<file path="config.mk">
export PLATFORM = sky130hd
export DESIGN_NAME = block_ack_tx
export DESIGN_NICKNAME = d
export VERILOG_FILES = /design/src/rtl/block_ack_tx.sv
export SDC_FILE = /design/constraint.sdc
export NUM_CORES = 1
export LEC_CHECK = 0
export ABC_AREA = 1
export CELL_PAD_IN_SITES_DETAIL_PLACEMENT = 0
export CELL_PAD_IN_SITES_GLOBAL_PLACEMENT = 1
export CORE_MARGIN = 2
export CORE_UTILIZATION = 45
export DETAILED_ROUTE_END_ITERATION = 10
export HOLD_SLACK_MARGIN = 0.08
export PLACE_DENSITY = 0.88
export SKIP_CTS_REPAIR_TIMING = 1
export SLEW_MARGIN = 20
export SYNTH_ARGS = -nofsm -noshare
export SYNTH_HDL_FRONTEND = slang
export SYNTH_SLANG_ARGS = --single-unit
</file>
<file path="constraint.sdc">
create_clock -name clk -period 2.6 [get_ports clk]
set_input_delay 0.52 -clock clk [delete_from_list [all_inputs] [get_ports clk]]
set_output_delay 0.52 -clock clk [all_outputs]
set_load 0.03 [all_outputs]
</file>
<file path="src/rtl/block_ack_tx.sv">
// ============================================================================
// block_ack_tx
// ----------------------------------------------------------------------------
// Reporting stage of the flash bootstrap loader. It snoops the bytes written
// into the block buffers and keeps a running per-block checksum. Each time the
// flash writer reports a finished block, it queues a 4-byte acknowledgement
// frame (A5, index lo, index hi, checksum). At session end it queues a
// terminating frame (5A, count lo, count hi, FF). Frames go out on an 8N1 UART
// line, LSB first, with no idle gap between the four bytes.
//
// Configuration macro:
//   ACK_CRC8_EN  defined   -> checksum is CRC-8 (poly 0x07, init 0x00,
//                             MSB first, no reflection, no final XOR)
//                undefined -> checksum is the XOR of all bytes of the block
//
// Parameters:
//   CLKS_PER_BIT  clocks per UART bit period (4..65535)
//
// Ports:
//   clk          in   system clock, rising edge
//   n_rst        in   asynchronous active-low reset
//   byte_en      in   pulse: byte_data is written to the block buffer
//   byte_data    in   [7:0] snooped buffer write data
//   block_full   in   pulse: current block buffer just filled
//   block_done   in   pulse: oldest filled block finished programming
//   session_end  in   pulse: host stream timed out, session over
//   tx           out  UART 8N1 line, idles high
//   busy         out  a frame is being transmitted or is pending
//   overflow     out  sticky: an acknowledgement request was dropped
// ============================================================================
module block_ack_tx #(
    parameter int CLKS_PER_BIT = 104
) (
    input  logic       clk,
    input  logic       n_rst,
    input  logic       byte_en,
    input  logic [7:0] byte_data,
    input  logic       block_full,
    input  logic       block_done,
    input  logic       session_end,
    output logic       tx,
    output logic       busy,
    output logic       overflow
);

    // Last value of the bit-period counter before the period ends.
    localparam logic [15:0] CNT_MAX = 16'(CLKS_PER_BIT - 1);

    localparam logic [7:0] TYPE_ACK = 8'hA5;
    localparam logic [7:0] TYPE_END = 8'h5A;
    localparam logic [7:0] END_TAIL = 8'hFF;

    typedef enum logic [2:0] {
        ST_IDLE  = 3'd0,
        ST_LOAD  = 3'd1,
        ST_START = 3'd2,
        ST_DATA  = 3'd3,
        ST_STOP  = 3'd4
    } state_t;

    // ------------------------------------------------------------------
    // Checksum step: one byte folded into the running accumulator.
    // ------------------------------------------------------------------
    function automatic logic [7:0] acc_step(input logic [7:0] acc,
                                            input logic [7:0] data);
`ifdef ACK_CRC8_EN
        logic [7:0] crc;
        crc = acc ^ data;
        for (int i = 0; i < 8; i++) begin
            crc = crc[7] ? ((crc << 1) ^ 8'h07) : (crc << 1);
        end
        return crc;
`else
        return acc ^ data;
`endif
    endfunction

    // ------------------------------------------------------------------
    // Registers and their next-state values
    // ------------------------------------------------------------------
    state_t      state_q,     state_d;
    logic [15:0] cnt_q,       cnt_d;
    logic [2:0]  bit_idx_q,   bit_idx_d;
    logic [1:0]  byte_idx_q,  byte_idx_d;
    logic [31:0] frame_q,     frame_d;      // byte 0 in [7:0], sent first

    logic [31:0] slot_q,      slot_d;       // pending frame, same layout
    logic        slot_full_q, slot_full_d;
    logic        end_seen_q,  end_seen_d;   // end frame queued: ignore requests

    logic [7:0]  acc_q,       acc_d;
    logic [7:0]  chk_q,       chk_d;        // checksum latched at block_full
    logic [15:0] blk_q,       blk_d;

    logic        tx_q,        tx_d;
    logic        busy_q,      busy_d;
    logic        ovf_q,       ovf_d;

    logic [7:0]  acc_upd_s;

    assign tx       = tx_q;
    assign busy     = busy_q;
    assign overflow = ovf_q;

    // Checksum accumulator: a byte arriving with block_full is part of the
    // block being closed, so the latch takes the updated value.
    always_comb begin
        if (byte_en) begin
            acc_upd_s = acc_step(acc_q, byte_data);
        end else begin
            acc_upd_s = acc_q;
        end

        if (block_full) begin
            chk_d = acc_upd_s;
            acc_d = 8'h00;
        end else begin
            chk_d = chk_q;
            acc_d = acc_upd_s;
        end
    end

    // Pending slot and request arbitration: ack wins over end in the same
    // cycle; a request arriving while the slot is occupied is dropped.
    always_comb begin
        slot_d      = slot_q;
        slot_full_d = slot_full_q;
        end_seen_d  = end_seen_q;
        blk_d       = blk_q;
        ovf_d       = ovf_q;

        // The transmitter takes the slot contents in LOAD.
        if (state_q == ST_LOAD) begin
            slot_full_d = 1'b0;
        end else begin
            slot_full_d = slot_full_q;
        end

        if (end_seen_q) begin
            // Session is closed; requests are silently ignored.
            ovf_d = ovf_q;
        end else if (block_done) begin
            if (slot_full_q) begin
                ovf_d = 1'b1;
            end else begin
                slot_d      = {chk_q, blk_q[15:8], blk_q[7:0], TYPE_ACK};
                slot_full_d = 1'b1;
                blk_d       = blk_q + 16'd1;
            end
            // A simultaneous end request always loses.
            if (session_end) begin
                ovf_d = 1'b1;
            end else begin
                ovf_d = ovf_d;
            end
        end else if (session_end) begin
            if (slot_full_q) begin
                ovf_d = 1'b1;
            end else begin
                slot_d      = {END_TAIL, blk_q[15:8], blk_q[7:0], TYPE_END};
                slot_full_d = 1'b1;
                end_seen_d  = 1'b1;
            end
        end else begin
            ovf_d = ovf_q;
        end
    end

    // Transmit FSM next state plus its bit/byte counters.
    always_comb begin
        state_d    = state_q;
        cnt_d      = cnt_q;
        bit_idx_d  = bit_idx_q;
        byte_idx_d = byte_idx_q;
        frame_d    = frame_q;

        case (state_q)
            ST_IDLE: begin
                cnt_d = 16'd0;
                if (slot_full_q) begin
                    state_d = ST_LOAD;
                end else begin
                    state_d = ST_IDLE;
                end
            end
            ST_LOAD: begin
                frame_d    = slot_q;
                byte_idx_d = 2'd0;
                bit_idx_d  = 3'd0;
                cnt_d      = 16'd0;
                state_d    = ST_START;
            end
            ST_START: begin
                if (cnt_q == CNT_MAX) begin
                    cnt_d     = 16'd0;
                    bit_idx_d = 3'd0;
                    state_d   = ST_DATA;
                end else begin
                    cnt_d = cnt_q + 16'd1;
                end
            end
            ST_DATA: begin
                if (cnt_q == CNT_MAX) begin
                    cnt_d = 16'd0;
                    if (bit_idx_q == 3'd7) begin
                        state_d = ST_STOP;
                    end else begin
                        bit_idx_d = bit_idx_q + 3'd1;
                    end
                end else begin
                    cnt_d = cnt_q + 16'd1;
                end
            end
            ST_STOP: begin
                if (cnt_q == CNT_MAX) begin
                    cnt_d = 16'd0;
                    if (byte_idx_q != 2'd3) begin
                        byte_idx_d = byte_idx_q + 2'd1;
                        state_d    = ST_START;
                    end else begin
                        state_d = ST_IDLE;
                    end
                end else begin
                    cnt_d = cnt_q + 16'd1;
                end
            end
            default: begin
                state_d = ST_IDLE;
                cnt_d   = 16'd0;
            end
        endcase
    end

    // Output decode from next-state values so tx/busy can be registered
    // without adding a cycle of latency.
    always_comb begin
        busy_d = (state_d != ST_IDLE) || slot_full_d;
        case (state_d)
            ST_START: tx_d = 1'b0;
            ST_DATA:  tx_d = frame_d[{byte_idx_d, bit_idx_d}];
            default:  tx_d = 1'b1;
        endcase
    end

    // FSM state register.
    always_ff @(posedge clk or negedge n_rst) begin
        if (!n_rst) begin
            state_q <= ST_IDLE;
        end else begin
            state_q <= state_d;
        end
    end

    // Datapath, slot, checksum and registered output flops.
    always_ff @(posedge clk or negedge n_rst) begin
        if (!n_rst) begin
            cnt_q       <= 16'd0;
            bit_idx_q   <= 3'd0;
            byte_idx_q  <= 2'd0;
            frame_q     <= 32'd0;
            slot_q      <= 32'd0;
            slot_full_q <= 1'b0;
            end_seen_q  <= 1'b0;
            acc_q       <= 8'h00;
            chk_q       <= 8'h00;
            blk_q       <= 16'd0;
            tx_q        <= 1'b1;
            busy_q      <= 1'b0;
            ovf_q       <= 1'b0;
        end else begin
            cnt_q       <= cnt_d;
            bit_idx_q   <= bit_idx_d;
            byte_idx_q  <= byte_idx_d;
            frame_q     <= frame_d;
            slot_q      <= slot_d;
            slot_full_q <= slot_full_d;
            end_seen_q  <= end_seen_d;
            acc_q       <= acc_d;
            chk_q       <= chk_d;
            blk_q       <= blk_d;
            tx_q        <= tx_d;
            busy_q      <= busy_d;
            ovf_q       <= ovf_d;
        end
    end

endmodule

</file>
# ---- Word-level counts from Yosys, hierarchy flattened
# Index checks and enable logic that the tools add are counted.
dict set report totals {
  reg_bits 125
  inputBits 14
  output_inout_bits 3
  elab_cells 78
}
dict set report op_classes {
  add_sub_neg 4
  n_lt_le_gt_ge 1
  eq_ne 9
  n_mux 39
  bitwise_logic 3
  reduce_logical 8
}
# op count
set op_table {}
lappend op_table {{32-bit two-way mux} 5}
lappend op_table {{16-bit by 1-bit adder with 16-bit output, second input constant} 2}
lappend op_table {{16-bit two-way mux} 2}
lappend op_table {{3-bit two-way mux} 7}
lappend op_table {{16-bit by 7-bit == test with 1-bit output, second input constant} 1}
lappend op_table {{8-bit two-way mux} 2}
lappend op_table {{1-bit two-way mux} 15}
lappend op_table {{3-bit case mux with 5 select lines} 1}
lappend op_table {{3-bit by 2-bit == test with 1-bit output, second input constant} 4}
lappend op_table {{3-bit case mux with 3 select lines} 1}
lappend op_table {{8-bit bitwise XOR} 1}
lappend op_table {{3-bit == test, second input constant} 2}
lappend op_table {{5-bit by 6-bit < comparator with 1-bit output, second input constant} 1}
lappend op_table {{2-bit two-way mux} 3}
lappend op_table {{3-bit AND reduction} 2}
lappend op_table {{1-bit binary-select mux with 5-bit select} 1}
lappend op_table {{2-bit case mux with 2 select lines} 1}
lappend op_table {{3-bit by 1-bit adder with 3-bit output, second input constant} 1}
lappend op_table {{3-bit by 1-bit == test with 1-bit output, second input constant} 1}
lappend op_table {{3-bit logical NOT} 1}
lappend op_table {{3-bit nonzero test} 1}
lappend op_table {{3-bit OR reduction} 1}
lappend op_table {{2-bit by 1-bit adder with 2-bit output, second input constant} 1}
lappend op_table {{2-bit != test, second input constant} 1}
lappend op_table {{5 further kinds} 6}

# ---- Logic depth before layout (Yosys ltp)
# Gate-level depths: netlist of the first run.
dict set report logic_depth {
  ltp_word 7
  ltp_mapped 17
  ltp_nobuf 17
}

# ---- Least setup slack after synthesis of the first run
# Ideal clock, no wire load.
dict set report synth_timing {
  path_type {flip-flop to flip-flop}
  from {register cnt_q[0]}
  to {register tx_q, in the netlist tx}
  setup_time_ns 0.077
  t_arrival_ns 1.804
  required_ns 2.523
  slack_ns 0.718
  stages_incl_launch_ff 18
  n_path_buf 1
  synth_period_minus_slack_ns 1.882
  path_cell_list {dfrtp_1 > ha_1 > nand2_1 > inv_1 > nand2_1 > nor2_1 > nand2_2 > nand2_2 > nand3_4 > nand2_4 > buf_6 > nand2_1 > nand3_1 > nand3_1 > nand3_1 > nand3_1 > nand3_1 > nand2_1}
}
dict set report synth_between {
  elab_chain_len 6
  word_cells_on_any_way 15
  classes_between {3 x eq/ne; 12 x mux}
}
# item line
set synth_lines {}
lappend synth_lines {{start: declaration} 82} ;# logic [15:0] cnt_q, cnt_d;
lappend synth_lines {{start signal: assignment} 271} ;# cnt_q <= cnt_d;
lappend synth_lines {{16-bit by 7-bit == test with 1-bit output (*)} {194, 203, 215}}
lappend synth_lines {{3-bit two-way mux, or another cell as far along} 203} ;# if (cnt_q == CNT_MAX) begin
lappend synth_lines {{3-bit case mux with 3 select lines or 2-bit case mux with 2 select lines (tied branches)} 177} ;# case (state_q)
lappend synth_lines {{1-bit binary-select mux with 5-bit select} 240} ;# ST_DATA: tx_d = frame_d[{byte_idx_d, bit_idx_d}];
lappend synth_lines {{1-bit two-way mux (implied by the code)} 240}
lappend synth_lines {{1-bit case mux with 2 select lines (*)} 238} ;# case (state_d)
lappend synth_lines {{named net tx_d} 95} ;# logic tx_q, tx_d;
lappend synth_lines {{end signal: assignment} 281} ;# tx_q <= tx_d;
lappend synth_lines {{end: declaration} 95}
# The timed path passes the listed nets; every way through them passes the cells marked *. The select of a mux whose other input is x is not followed.
# A chain may end at the register's enable or synchronous reset.

# ---- Worst setup path in the final report of the first run
# Same ends and word-level chain as after synthesis.

==> results.cfg, run 1 <==
[floorplan]
chipWidth_um = 114.9
core_area_mm2 = 0.01201
effective_utilization_at_floorplan_pct = 46.10
die_h_um = 114.9
die_area_mm2 = 0.01321
number_of_i_o_pins = 17
core.rowCount = 40

[sta]
hold_slack_ps = 104.6
tightest_slew_ps = 832.7
report.final.setup_viol = 0
maxClockFrequency_mhz = 424.5
skew_final_ps = 5.171
final_period_minus_worst_setup_slack_ps = 2355
drv_slew = 0
final_hold_viol_count = 0
layout_worst_path_cycle_share_pct = 90.60
rsz0062_at_grt = false
setup_total_negative_slack_ps = 0
maxSlewHeadroom_pct = 44.43

[final_layout]
n_antenna_cell = 0
post-route-cell-area_mm2 = 0.006476
proportion_of_layout_cells_with_a_drive_suffix_above_1_pct = 13.54
area.growth.synth_to_final_pct = 16.95
multi_input_area_mm2 = 0.002071
layout.area.seq_mm2 = 0.002979
most-common-layout-cells = 118 x sky130_fd_sc_hd__dfrtp_1, 108 x sky130_fd_sc_hd__nand2_1, 100 x sky130_fd_sc_hd__inv_1
fill_cells = 1082
finalNetCount = 676
layout_commonest_cell = sky130_fd_sc_hd__dfrtp_1

[global_route]
maximum_number_of_pins_on_one_net_before_global_route_repair = 45
groute.layer.met2.usage_pct = 27.76
busiest_grt_layer = met2
grt_use_met1_pct = 24.90
antenna_violations_before_repair = 0
grt_util_all_layers_pct = 18.51
grt_pass1_vias = 4004
grt_use_met3_pct = 5.430
grt_first_pass_wirelength_um = 18880
global_route.overflow_total = 0

[cts]
cts_max_path_buffers = 2
h-tree-depth = 4
total_clock_buffers_created_by_cts = 17
worstSkewPairLatency_ps = 420
clock_tree_from_tritoncts = built
clock-sinks = 119
ctsRootBufferMaster = sky130_fd_sc_hd__clkbuf_16
cts.clk_slew.worst_paths_ps = 50

[synthesis]
mappedNetlistNets = 650
netlist.top_cell.by_area = sky130_fd_sc_hd__dfrtp_1
synthesis.yosys.warnings = 0
mappedNetlistArea_mm2 = 0.005538
synthFlopType = sky130_fd_sc_hd__dfrtp_1
post_synth_main_area_contributors = sky130_fd_sc_hd__dfrtp_1 53%, sky130_fd_sc_hd__nand2_1 7.3%, sky130_fd_sc_hd__inv_1 6.8%
postSynth.asyncResetShare_pct = 100.0
synth.yosys.seq_area_share_pct = 53.80
synth_cell_type_count = 40
synth.ff_latch_count = 119
synthesis.area_per_instance_um2 = 8.749
synth_enable_flop_cells = 0
synth_top_area_share_pct = 53.32
syn_inst = 633

[worst_setup_path]
crit_chain = ha_1 > nand2_1 > inv_1 > nand2_1 > nor2_1 > nand2_2 > nand2_1 > o21ai_0 > nand3_1 > nand3_1 > nand3_1 > nand3_1 > nand3_1 > nand3_1 > nand2_1
path_common_cell = sky130_fd_sc_hd__nand3_1
crit_path_start_kind = register
setup.worst_path.end_class = register
worst-endpoint-arrival_ps = 2700
worst_path_max_delay_cell = sky130_fd_sc_hd__dfrtp_1
timing.setup.critical_path_class = reg2reg
critPathMaxStageDelay_ps = 400
path_max_fanout = 9
crit_required_ps = 2940

[detailed_routing]
vias_per_cell = 4.991
drt_pre_antenna_iters = 4
wirelength_um = 10910
detailedRoute.firstIterationViolations = 259
avgRoutedWirePerCell_um = 13.32
routed_antenna_nets = 0
drc_violation_count_after_routing = 0
routed-via-count = 4088

[job]
max-cap-violations = 0

[worst_hold_path]
hold_path_class = in2async

[power]
power_mw = 4.404
vdd_drop_max_v = 0.0005040
power.density_mw_per_mm2 = 680.0
leakage_power_nw = 3.467

[outcome]
status = completed

[placement]
final_wtd_congestion = 0.8210
portBuffers = 16
placement_cell_area_mm2 = 0.005874
detailedPlacementHpwl_um = 7267
[sequential cells by signal (all words and copies together), names as in the netlist, 2 cells and up]
signal	count
acc_q	8
bit_idx_q	3
blk_q	16
byte_idx_q	2
chk_q	8
cnt_q	16
frame_q	32
slot_q	26
state_q	3
[worst paths after layout]
check | slack, ps | from | depth (start not counted) | end
setup / recovery | 240 | cnt_q[0] | 15 | tx
hold / removal | 100 | n_rst | 1 | cnt_q[3]
setup reg to reg | 240 | cnt_q[0] | 15 | tx
hold reg to reg | 460 | frame_q[5] | 2 | frame_q[5]
max in group asynchronous | 1820 | n_rst | 2 | tx
min in group clk | 460 | frame_q[5] | 2 | frame_q[5]
[metal layers]
metal	vias up	share of wire, %	routed length (um)
met5	-	0	0
met4	0	1.7	183
met3	14	3.2	354
met2	51	46	5045
met1	1977	49	5330
li1	2046	-	-
[Yosys cell counts (3+ instances only)]
cell                       number
sky130_fd_sc_hd__dfrtp_1      118
sky130_fd_sc_hd__nand2_1      108
sky130_fd_sc_hd__inv_1        100
sky130_fd_sc_hd__nand3_1       53
sky130_fd_sc_hd__nor2_1        48
sky130_fd_sc_hd__o21ai_0       46
sky130_fd_sc_hd__xor2_1        24
sky130_fd_sc_hd__or2_2         23
sky130_fd_sc_hd__a21oi_1       19
sky130_fd_sc_hd__o21ai_1       15
sky130_fd_sc_hd__nor3_1         9
sky130_fd_sc_hd__clkbuf_1       8
sky130_fd_sc_hd__buf_2          6
sky130_fd_sc_hd__inv_2          6
sky130_fd_sc_hd__nand3_2        5
sky130_fd_sc_hd__nor2_4         5
sky130_fd_sc_hd__nand2_2        4
sky130_fd_sc_hd__ha_1           3
sky130_fd_sc_hd__nand3b_1       3
sky130_fd_sc_hd__nor3_2         3
[power breakdown]
part / internal (mW) / switching (mW) / total, mW
clock network: 1.58 / 0.807 / 2.38
registers: 1.88 / 0.00703 / 1.89
logic: 0.0459 / 0.0849 / 0.131
total: 3.50 / 0.899 / 4.40
[per-stage QoR]
stage	worst slack (ps)	std cells	util, %
floorplan	718.3	633	-
global placement	197.1	787	48.91
detailed placement	106.3	787	48.91
CTS	261.1	819	53.92
global route	6.603	819	53.92
finish	244.5	819	53.92
[worst max-delay path: cells and delay by family (launching register included)]
family	cells	cell delay, ps
AOI/OAI and AO/OA	1	130
adders and majority gates	1	220
buffers and inverters	1	80
DFF	1	400
and+or+nand+nor	12	1450
[logic make-up (layout without fill, tap and decap cells)]
family / Yosys count / after routing / share of synthesized area [%]
AOI/OAI and AO/OA: 89 / 89 / 8.473
DFF: 119 / 119 / 53.80
xor gates and xnor gates: 24 / 24 / 3.796
buffers and inverters: 124 / 163 / 8.812
and+or+nand+nor: 274 / 274 / 24.45
adders and majority gates: 3 / 3 / 0.6779
[final cells by class]
type,instances,area share (%)
clock buffers,24,7.438
clock inverters,8,1.855
inverters,108,6.260
multi-input cells,390,31.97
flip-flops and latches,119,46.00
well taps,147,2.840
repair buffers,23,3.632
Note: power is estimated with default switching activity, not from simulation.
==> run 2, diff against run 1 <==
--- a/config.mk
+++ b/config.mk
@@ -9,10 +9,10 @@
 export CELL_PAD_IN_SITES_DETAIL_PLACEMENT = 0
 export CELL_PAD_IN_SITES_GLOBAL_PLACEMENT = 1
 export CORE_MARGIN = 2
-export CORE_UTILIZATION = 45
+export CORE_UTILIZATION = 47
 export DETAILED_ROUTE_END_ITERATION = 10
 export HOLD_SLACK_MARGIN = 0.08
-export PLACE_DENSITY = 0.88
+export PLACE_DENSITY = 0.91
 export SKIP_CTS_REPAIR_TIMING = 1
 export SLEW_MARGIN = 20
 export SYNTH_ARGS = -nofsm -noshare
==> results.cfg, run 2 (synthesized netlist as in run 1, its figures left out) <==
[power]
leakage_power_nw = 3.469
power.density_mw_per_mm2 = 692.1
power_mw = 4.496
vdd_drop_max_v = 0.0005247

[sta]
maxClockFrequency_mhz = 429.3
worst_slack_ps = 270.7
layout_worst_path_cycle_share_pct = 89.59
hold_slack_ps = 147.1
setup_total_negative_slack_ps = 0
maxSlewHeadroom_pct = 47.92
drv_slew = 0
report.final.setup_viol = 0
final_hold_viol_count = 0
skew_final_ps = 7.025
tightest_slew_ps = 780.3
rsz0062_at_grt = false
final_period_minus_worst_setup_slack_ps = 2329

[worst_setup_path]
regToRegEndpoint = tx
critical_path.reg2reg.startpoint = cnt_q[0]
crit_chain = ha_1 > nand2_1 > inv_1 > nand2_1 > nor2_1 > nand2_2 > inv_2 > nand3_1 > nand3_1 > nand3_1 > nand3_1 > nand3_1 > nand3_1 > nand3_1 > nand2_1
worst_path_max_delay_cell = sky130_fd_sc_hd__dfrtp_1
critPathMaxStageDelay_ps = 360
ff2ff_setup_slack_ps = 270
path_delay_family = simple AND/OR/NAND/NOR gates
crit_required_ps = 2950
path_common_cell = sky130_fd_sc_hd__nand3_1
cp_num_buf_inv = 2
reg2regPathDepth = 15
setup.worst_path.end_class = register
path_max_fanout = 9
crit_path_start_kind = register
timing.setup.critical_path_class = reg2reg
worst-endpoint-arrival_ps = 2680

[cts]
clock-sinks = 119
cts_max_path_buffers = 2
worstSkewPairLatency_ps = 410
h-tree-depth = 4
cts.clk_slew.worst_paths_ps = 50
ctsRootBufferMaster = sky130_fd_sc_hd__clkbuf_16
total_clock_buffers_created_by_cts = 17
clock_tree_from_tritoncts = built

[floorplan]
effective_utilization_at_floorplan_pct = 48.29
die_area_mm2 = 0.01267
die_h_um = 112.5
core.rowCount = 39
number_of_i_o_pins = 17
chipWidth_um = 112.5
core_area_mm2 = 0.01147

[worst_hold_path]
hold_path_class = in2async

[placement]
final_wtd_congestion = 0.8226
portBuffers = 16
detailedPlacementHpwl_um = 7278
dp_worst_setup_slack_ps = 146.4

[global_route]
antenna_violations_before_repair = 0
maximum_number_of_pins_on_one_net_before_global_route_repair = 54
grt_util_all_layers_pct = 18.90
global_route.overflow_total = 0
grt_first_pass_wirelength_um = 18970
grt_pass1_vias = 4038

[final_layout]
layout.area.seq_mm2 = 0.002979
layout_commonest_cell = sky130_fd_sc_hd__dfrtp_1
most-common-layout-cells = 118 x sky130_fd_sc_hd__dfrtp_1, 108 x sky130_fd_sc_hd__nand2_1, 100 x sky130_fd_sc_hd__inv_1
reg_top3 = frame_q x32, slot_q x26
area.growth.synth_to_final_pct = 17.31
multi_input_area_mm2 = 0.002071
fill_cells = 982
finalNetCount = 677
n_antenna_cell = 0
regMostFlops = frame_q
largest_register_ffs = 32
proportion_of_layout_cells_with_a_drive_suffix_above_1_pct = 13.97

[job]
max-cap-violations = 0

[outcome]
status = completed

[detailed_routing]
avgRoutedWirePerCell_um = 13.13
detailedRoute.firstIterationViolations = 313
routed-via-count = 4077
wirelength_um = 10710
vias_per_cell = 4.996
routed_antenna_nets = 0
drt_pre_antenna_iters = 4
drc_violation_count_after_routing = 0
==> run 2: changes by cell type in the layout (fill, tap and decap cells not counted) <==
cell / before / now
sky130_fd_sc_hd__bufinv_16: 3 / 4
sky130_fd_sc_hd__clkbuf_1: 4 / 2
sky130_fd_sc_hd__buf_4: 6 / 8
sky130_fd_sc_hd__clkbuf_8: 3 / 2
sky130_fd_sc_hd__inv_6: 0 / 1
sky130_fd_sc_hd__buf_12: 2 / 1
sky130_fd_sc_hd__clkinv_2: 3 / 1
sky130_fd_sc_hd__clkinvlp_4: 2 / 5
==> run 2: worst max path at each step <==
stage               slack [ps]  cells past startpoint        start   endpoint
detailed placement         150                     11  session_end  blk_q[14]
finish                     270                     15     cnt_q[0]         tx
global placement           200                     11  session_end  blk_q[13]
CTS                        260                     15     cnt_q[0]         tx
global route                10                     15     cnt_q[0]         tx
floorplan                  720                     17     cnt_q[0]         tx
==> run 2: final cells by class <==
cell class / instances / area share [%]
Inverter: 108 / 6.240
Clock buffer: 21 / 7.088
Timing Repair Buffer: 24 / 3.544
Clock inverter: 11 / 2.639
Tap cell: 143 / 2.754
Multi-Input combinational cell: 390 / 31.88
Sequential cell: 119 / 45.86
==> run 2: worst register-to-register path, cell delays in order (launching register included) <==
cell	delay (ps)
sky130_fd_sc_hd__dfrtp_1	360
sky130_fd_sc_hd__ha_1	180
sky130_fd_sc_hd__nand2_1	90
sky130_fd_sc_hd__inv_1	100
sky130_fd_sc_hd__nand2_1	60
sky130_fd_sc_hd__nor2_1	140
sky130_fd_sc_hd__nand2_2	150
sky130_fd_sc_hd__inv_2	130
sky130_fd_sc_hd__nand3_1	100
sky130_fd_sc_hd__nand3_1	340
sky130_fd_sc_hd__nand3_1	140
sky130_fd_sc_hd__nand3_1	120
sky130_fd_sc_hd__nand3_1	80
sky130_fd_sc_hd__nand3_1	110
sky130_fd_sc_hd__nand3_1	80
sky130_fd_sc_hd__nand2_1	90
==> run 2: metrics by stage <==
step                cells  instance area, um^2  util, %
floorplan             633                 5538        -
global placement      784                 5864    51.14
detailed placement    784                 5864    51.14
CTS                   816                 6496    56.65
global route          816                 6496    56.65
finish                816                 6496    56.65
==> run 2: routing by layer <==
metal  GRT usage, %  wire [um]  vias up
met5              0          0        -
met4          8.293        182        0
met3          5.184        318       14
met2          28.30       4949       55
met1          25.89       5260     1959
li1               -          -     2049
==> run 2: power by group <==
part           switching (mW)  internal (mW)
clock network           0.825           1.65
logic                  0.0830         0.0447
registers             0.00734           1.88
